`src/rtl/serial_fir_mac_scheduler.sv`:
```
// Control sequencer for one shared serial FIR datapath. It grants channel sample requests
// round-robin, steps the taps through the MAC, waits out the pipeline, then hands off the result.
module serial_fir_mac_scheduler #(
  parameter int unsigned NUM_CH   = 4,
  parameter int unsigned NUM_TAPS = 8,
  parameter int unsigned PIPE_LAT = 2,
  localparam int unsigned CH_W    = $clog2(NUM_CH),
  localparam int unsigned TAP_W   = $clog2(NUM_TAPS)
) (
  input  logic              clk,
  input  logic              reset,
  input  logic              clk_enable,
  input  logic [NUM_CH-1:0] in_valid,
  output logic [NUM_CH-1:0] in_ready,
  output logic              shift_en,
  output logic [CH_W-1:0]   shift_ch,
  output logic              mac_en,
  output logic              mac_first,
  output logic [TAP_W-1:0]  tap_idx,
  output logic [CH_W-1:0]   mac_ch,
  output logic              out_valid,
  output logic [CH_W-1:0]   out_ch,
  input  logic              out_ready,
  output logic              busy
);

  localparam logic [1:0] StIdle  = 2'd0;
  localparam logic [1:0] StMac   = 2'd1;
  localparam logic [1:0] StDrain = 2'd2;
  localparam logic [1:0] StDone  = 2'd3;

  localparam logic [TAP_W-1:0] TapLast   = TAP_W'(NUM_TAPS - 1);
  localparam logic [2:0]       DrainLast = 3'(PIPE_LAT == 0 ? 0 : PIPE_LAT - 1);
  localparam logic [CH_W:0]    NumChW    = (CH_W + 1)'(NUM_CH);

  logic [1:0]       state_q, state_d;
  logic [TAP_W-1:0] tap_q, tap_d;
  logic [2:0]       drain_q, drain_d;
  logic [CH_W-1:0]  rr_q, rr_d;
  logic [CH_W-1:0]  mac_ch_q, mac_ch_d;
  logic [CH_W-1:0]  out_ch_q, out_ch_d;
  logic             out_valid_q, out_valid_d;

  logic [CH_W:0]    cand;
  logic [CH_W-1:0]  winner;
  logic             any_req;
  logic             active;
  logic             accept;

  // Search from rr_q+1 with wrap; walking downward lets the nearest requester win last.
  always_comb begin
    cand    = '0;
    winner  = '0;
    any_req = 1'b0;
    for (int i = NUM_CH; i >= 1; i--) begin
      cand = {1'b0, rr_q} + (CH_W + 1)'(i);
      if (cand >= NumChW) cand = cand - NumChW;
      if (in_valid[cand[CH_W-1:0]]) begin
        winner  = cand[CH_W-1:0];
        any_req = 1'b1;
      end
    end
  end

  // Combinational strobes are also masked by reset so nothing is issued while it is held.
  assign active    = clk_enable & reset;
  assign accept    = (state_q == StIdle) && active && any_req;
  assign in_ready  = accept ? (NUM_CH'(1) << winner) : '0;
  assign shift_en  = accept;
  assign shift_ch  = accept ? winner : '0;
  assign mac_en    = (state_q == StMac) && active;
  assign mac_first = mac_en && (tap_q == '0);
  assign tap_idx   = tap_q;
  assign mac_ch    = mac_ch_q;
  assign out_valid = out_valid_q;
  assign out_ch    = out_ch_q;
  assign busy      = (state_q != StIdle);

  always_comb begin
    state_d     = state_q;
    tap_d       = tap_q;
    drain_d     = drain_q;
    rr_d        = rr_q;
    mac_ch_d    = mac_ch_q;
    out_ch_d    = out_ch_q;
    out_valid_d = out_valid_q;
    case (state_q)
      StIdle: begin
        if (any_req) begin
          state_d  = StMac;
          tap_d    = '0;
          rr_d     = winner;
          mac_ch_d = winner;
        end
      end
      StMac: begin
        if (tap_q == TapLast) begin
          tap_d   = '0;
          drain_d = '0;
          if (PIPE_LAT == 0) begin
            state_d     = StDone;
            out_valid_d = 1'b1;
            out_ch_d    = mac_ch_q;
          end else begin
            state_d = StDrain;
          end
        end else begin
          tap_d = tap_q + TAP_W'(1);
        end
      end
      StDrain: begin
        if (drain_q == DrainLast) begin
          state_d     = StDone;
          drain_d     = '0;
          out_valid_d = 1'b1;
          out_ch_d    = mac_ch_q;
        end else begin
          drain_d = drain_q + 3'd1;
        end
      end
      StDone: begin
        if (out_ready) begin
          state_d     = StIdle;
          out_valid_d = 1'b0;
        end
      end
      default: state_d = StIdle;
    endcase
  end

  always_ff @(posedge clk or negedge reset) begin
    if (!reset) begin
      state_q     <= StIdle;
      tap_q       <= '0;
      drain_q     <= '0;
      rr_q        <= CH_W'(NUM_CH - 1);
      mac_ch_q    <= '0;
      out_ch_q    <= '0;
      out_valid_q <= 1'b0;
    end else if (clk_enable) begin
      state_q     <= state_d;
      tap_q       <= tap_d;
      drain_q     <= drain_d;
      rr_q        <= rr_d;
      mac_ch_q    <= mac_ch_d;
      out_ch_q    <= out_ch_d;
      out_valid_q <= out_valid_d;
    end
  end

endmodule

```
`config.mk`:
```
export PLATFORM = sky130hd
export DESIGN_NAME = serial_fir_mac_scheduler
export DESIGN_NICKNAME = d
export VERILOG_FILES = /design/src/rtl/serial_fir_mac_scheduler.sv
export SDC_FILE = /design/constraint.sdc
export NUM_CORES = 1
export LEC_CHECK = 0
export BUFFER_PORTS_ARGS = -buffer_cell sky130_fd_sc_hd__buf_4
export CAP_MARGIN = 30
export CORE_MARGIN = 2
export CORE_UTILIZATION = 51
export CTS_CLUSTER_SIZE = 40
export DETAILED_ROUTE_END_ITERATION = 8
export GPL_ROUTABILITY_DRIVEN = 0
export PLACE_DENSITY_LB_ADDON = 0.25
export SYNTH_ARGS = -nofsm -noshare
export SYNTH_HDL_FRONTEND = slang
export SYNTH_SLANG_ARGS = --single-unit
```
`constraint.sdc`:
```
create_clock -name clk -period 3.2 [get_ports clk]
set_input_delay 0.96 -clock clk [delete_from_list [all_inputs] [get_ports clk]]
set_output_delay 0.96 -clock clk [all_outputs]
set_load 0.02 [all_outputs]
```
==> flow_summary.toml, run 1 <==
[clock_network]
clkLatencyLatePin_ps = 280
cts_made_buffers = 3
cts_tree = "built"
cts-htree-levels = 1
path_clk_slew_ps = 100
numClockSinks = 15
cts-root-buf = "clkbuf_4"
clockBufferDepth = 2

[synth]
seq_area_frac_synth_pct = 38.1
syn_inst = 103
synth_nets = 119
synthDistinctLibCells = 37
ys_ff_latch = 15
syn_avg_cell_area_um2 = 9.62
ys.warnings.count = 0
yosysTopAreaCell = "dfrtp_1"
syn_area_um2 = 991
synth_area_leaders = "dfrtp_1 33%, ha_1 10%, dfstp_2 5.3%"
yosysTopAreaCellShare_pct = 32.8

[critical_path]
reg2reg_from = "state_q[1]"
critPathCaptureType = "primary output"
rrSetupSlack_ps = 1410
crit_required_ps = 2240
criticalPathCategory = "in -> out"
startpoint_type = "input pin"
cp-endpoint = "shift_ch[0]"
cp_max_fo = 5
reg2reg_depth = 6
crit_arrival_ps = 2220
startpoint = "in_valid[2]"
rr_endpoint = "drain_q[1]"

[placement]
dp_hpwl_um = 1590
portBuffers = 25
dpl_cell_area_um2 = 1210

[power_and_ir_drop]
vdd_drop_max_mv = 0.607
p_leak_nw = 0.633
power_density_nw_per_um2 = 858
total_power_mw = 1.08

[floorplanning]
die_w_um = 48.1
ios = 26
initial_core_util_pct = 55.6
rows = 15
core_region_area_um2 = 1780
die_area_um2 = 2310
dieHeight_um = 48.1

[sta]
timing.final.crit_share_pct = 99.2
worstMarginPinSlew_ps = 366
rsz0062_at_grt = "no"
setup_violations = 0
fin_crit_ps = 3180
final_max_slew_viol_count = 0
finalHoldViolations = 0
worst_clock_skew_ps = 4.88
relSlewSlack_pct = 75.6
timing.fmax_ghz = 0.315

[drt]
via_per_inst = 5.32
antenna_left = 0
drt_iter0_drc = 18
dr_total_vias = 836
route.detailed.drc = 0
wl_per_cell_um = 13.5
firstDrtPassIters = 4
routed_wl_um = 2130

[worst_hold_path]
hold_path_class = "in -> async"

[cells_and_area]
layout-drive-gt1-share_pct = 33.3
n_fill_cell = 121
syn_to_final_growth_pct = 26.6
fin_area_um2 = 1250
nets = 149
antenna-diode-count = 0

[grt]
top_usage_layer = "met2"
antenna_found_initial = 0
grt_pass1_vias = 735
grt-ovfl-total = 0
track_usage_pct = 19.4
grtUsageMet2_pct = 31.2
grt_max_degree = 20
grt_use_met3_pct = 2.26
grt_pass1_wl_um = 3170
grt_use_met1_pct = 27.8

[flow_run]
cap_violations = 0

[status]
status = "finished clean"
## state kept, by name, indices dropped and copies added, names as in the netlist
signal,count
drain_q,3
mac_ch,2
out_ch,2
out_valid,1
rr_q,2
state_q,2
tap_idx,3
## per-stage QoR
step	std cells	hold WS (ps)	utilization, %	setup WS [ps]	setup TNS, ps
floorplan	103	517	-	76.3	0
global route	157	528	70.4	3.93	0
global placement	152	485	67.7	-10.8	-10.8
finish	157	518	70.4	24.5	0
detailed placement	152	496	67.7	-42.9	-42.9
CTS	157	519	69.9	9.14	0
## routing by layer
| layer | part of all wire (%) | up-vias |
|---|---|---|
| met5 | 0 | - |
| met4 | 0.52 | 0 |
| met3 | 4.0 | 2 |
| met2 | 49 | 25 |
| met1 | 47 | 390 |
| li1 | - | 419 |
## cells in the mapped netlist
cell and count:
a211oi_1 1, a21o_1 1, a21oi_1 4, a31oi_1 1, a32o_1 3, a41oi_1 1
and2_1 1, and2_4 1, and3_1 1, and3_4 1, and3b_1 1, buf_2 2
buf_6 1, clkbuf_1 1, dfrtp_1 13, dfstp_2 2, ha_1 8, inv_1 9
mux2_1 2, mux2_2 1, mux2_4 2, mux2i_1 3, nand2_1 8, nand2b_1 3
nand3_1 6, nand3b_1 2, nand4b_2 1, nor2_1 7, nor2b_1 5, o21a_1 1
o21ai_0 2, o21ai_1 3, o221ai_1 1, o22ai_1 1, or3_1 1, or4_1 1
or4_4 1
## repair_timing
item	CTS	global route
endpoints found under the setup margin	1	1
resized for setup	1	2
hold buffers	0	0
hold endpoints to repair	0	0
buffers inserted	1	0
pin swaps	1	0
## cell families (layout without fill, tap and decap cells)
| family | after synthesis | count (layout) | share of synthesized area [%] |
|---|---|---|---|
| buffers and inverters | 13 | 42 | 5.93 |
| adders and majority gates | 8 | 8 | 10.1 |
| AOI/OAI and AO/OA | 19 | 19 | 12.9 |
| muxes | 8 | 8 | 9.47 |
| and+or+nand+nor | 40 | 40 | 23.5 |
| DFF | 15 | 15 | 38.1 |
## worst max-delay path, stage by stage
cell and delay, ps:
buf_4 110, or4_4 540, and3_4 190, and2_4 160, and2_4 130, buf_6 120
## area by class of cell
class,instances,area [µm²],share of cell area (%)
clock inverter,1,5.00,0.399
timing repair buffer,29,221,17.6
clock buffer,3,22.5,1.79
tap,25,31.3,2.49
multi-input combinational,75,563,44.9
sequential,15,378,30.1
inverter,9,33.8,2.69
## power breakdown
| part | internal, mW | switching, mW | leakage, nW |
|---|---|---|---|
| combinational | 0.277 | 0.310 | 0.431 |
| clock | 0.0464 | 0.0642 | 0.0177 |
| sequential | 0.288 | 0.0916 | 0.185 |
## placed cells by master, fill, tap and decap left out, types with 3 or more instances in the layout
cell type  instances
buf_4             28
mux2i_1            3
ha_1               8
inv_1              9
nand2_1            8
nor2b_1            5
nand2b_1           3
a21oi_1            4
a32o_1             3
nor2_1             7
o21ai_1            3
nand3_1            6
clkbuf_4           3
dfrtp_1           13
## worst min path at each step
| stage | slack (ps) | start | cells past startpoint | to |
|---|---|---|---|---|
| after floorplan | 520 | state_q[1] | 1 | state_q[1] |
| after global placement | 480 | out_ch[1] | 2 | out_ch[1] |
| after detailed placement | 500 | out_ch[0] | 1 | out_ch[0] |
| after CTS | 520 | out_ch[0] | 1 | out_ch[0] |
| after global routing | 530 | reset | 1 | state_q[1] |
| final | 520 | reset | 1 | state_q[1] |
(Power assumes the default switching activity.)
==> run 2, diff against run 1 <==
--- a/config.mk
+++ b/config.mk
@@ -12,7 +12,9 @@
 export CTS_CLUSTER_SIZE = 40
 export DETAILED_ROUTE_END_ITERATION = 8
 export GPL_ROUTABILITY_DRIVEN = 0
-export PLACE_DENSITY_LB_ADDON = 0.25
+export PLACE_DENSITY = 0.76
+export SETUP_SLACK_MARGIN = 0.15
+export SLEW_MARGIN = 20
 export SYNTH_ARGS = -nofsm -noshare
 export SYNTH_HDL_FRONTEND = slang
 export SYNTH_SLANG_ARGS = --single-unit
==> run 2 against run 1 <==
  * Hold slack worse by 12 ps
  * Utilization shrank 0.63 points
  * Routed wire length fell by 6.2%
  * Sequential cell count unchanged
  * Clock-buffer cell count rose by 1
  * Die area did not move
  * Cell area down 0.90%
  * Non-clock buffer count down 2
  * Fmax up 0.41%
  * Clock power is essentially flat
  * Largest cell class unchanged
  * Highest routed layer unchanged
==> flow_summary.toml, run 2 (synthesis results as in run 1) <==
[status]
status = "finished clean"

[drt]
firstDrtPassIters = 4
routed_wl_um = 1990
via_per_inst = 5.26
dr_total_vias = 816
drt_iter0_drc = 14
route.detailed.drc = 0
antenna_left = 0
wl_per_cell_um = 12.9

[floorplanning]
die_area_um2 = 2310
ios = 26
initial_core_util_pct = 55.6
die_w_um = 48.1
dieHeight_um = 48.1
rows = 15
core_region_area_um2 = 1780

[sta]
relSlewSlack_pct = 65.0
final_max_slew_viol_count = 0
worst_clock_skew_ps = 3.16
timing.fmax_ghz = 0.316
fin_crit_ps = 3160
rsz0062_at_grt = "yes"
fin_setup_tns_ps = 0
timing.final.crit_share_pct = 98.8
worstMarginPinSlew_ps = 524
finalHoldViolations = 0
whs_ps = 506
setup_violations = 0

[power_and_ir_drop]
total_power_mw = 1.06
vdd_drop_max_mv = 0.624
p_leak_nw = 0.623
switching_share_pct = 42.6
power_density_nw_per_um2 = 852
netSwitchingPower_uw = 452
p_comb_share_pct = 54.0
clockPowerShare_pct = 10.5
internal-power_uw = 607
p_seq_share_pct = 35.5

[critical_path]
rr_endpoint = "drain_q[1]"
critPathCaptureType = "primary output"
crit_arrival_ps = 2200
crit_required_ps = 2240
criticalPathCategory = "in -> out"
rrSetupSlack_ps = 1430
cp_max_fo = 7
reg2reg_depth = 6
startpoint_type = "input pin"
reg2reg_from = "state_q[1]"

[grt]
track_usage_pct = 20.2
grt-ovfl-total = 0
grt_pass1_wl_um = 3140
antenna_found_initial = 0
grt_pass1_vias = 695
grt_max_degree = 20

[clock_network]
cts_hold_buf = 0
numClockSinks = 15
path_clk_slew_ps = 90
post-cts-setup-buffers = 0
cts-htree-levels = 1
clockBufferDepth = 2
cts_made_buffers = 3
clkLatencyLatePin_ps = 290
cts_tree = "built"
cts-root-buf = "clkbuf_4"

[worst_hold_path]
min_from = "out_ch[1]"
hold_path_depth = 2
hold_path_class = "reg -> reg"
holdPathEnd = "out_ch[1]"

[flow_run]
cap_violations = 0

[placement]
portBuffers = 25
dp_hpwl_um = 1490
dpl.cell_count = 151

[cells_and_area]
final_common_cell = "buf_4"
antenna-diode-count = 0
layout-drive-gt1-share_pct = 30.8
layout.cells.non_filler = 155
nets = 147
syn_to_final_growth_pct = 25.5
layout_common_cells = "23 x buf_4, 13 x dfrtp_1, 9 x inv_1"
[run 2: cell type report]
cell class / count / area [µm²]
clock buffer: 4 / 26.3
inverter: 9 / 33.8
multi-input combinational: 75 / 557
fill: 143 / 539
sequential: 15 / 378
tap: 25 / 31.3
timing repair buffer: 27 / 218
[run 2: layer usage]
metal	global-route usage, %	up-vias	wire length (µm)	part of all wire [%]
li1	-	416	-	-
met1	25.5	377	953	48
met2	32.5	18	936	47
met3	4.53	5	68	3.4
met4	9.73	0	36	1.8
met5	0	-	0	0
[run 2: per-stage QoR]
step,instance area (µm²),util [%],setup slack [ps]
finish,1240,69.8,37.4
floorplan,993,-,149
global placement,1200,67.4,13.9
CTS,1240,69.3,35.9
detailed placement,1200,67.4,-0.495
global route,1240,69.8,19.6
[run 2: timing repair]
item                       in CTS  in global routing
gates resized for setup         2                  2
setup endpoints to repair       7                  7
pin swaps                       1                  1
hold endpoints to repair        0                  0
[run 2: worst max path at each step]
stage | startpoint | to | slack [ps]
5_1_grt | in_valid[2] | shift_ch[0] | 20
6_report | in_valid[2] | shift_ch[0] | 40
3_5_place_dp | in_valid[2] | shift_ch[0] | -0.5
4_1_cts | in_valid[0] | shift_ch[0] | 40
2_1_floorplan | in_valid[2] | shift_ch[0] | 150
3_3_place_gp | in_valid[2] | shift_ch[0] | 10
[run 2: power by group through the flow]
stage | combinational [mW] | sequential, mW | clock, mW
after floorplan | 0.356 | 0.411 | 0
after global placement | 0.556 | 0.375 | 0
after detailed placement | 0.572 | 0.379 | 0
after CTS | 0.576 | 0.375 | 0.115
after global routing | 0.638 | 0.390 | 0.124
final | 0.572 | 0.376 | 0.111
[run 2: worst max-delay path: stages]
cell    delay [ps]
buf_6          100
or4_4          530
and3_4         220
and2_4         140
and2_4         130
buf_6          120
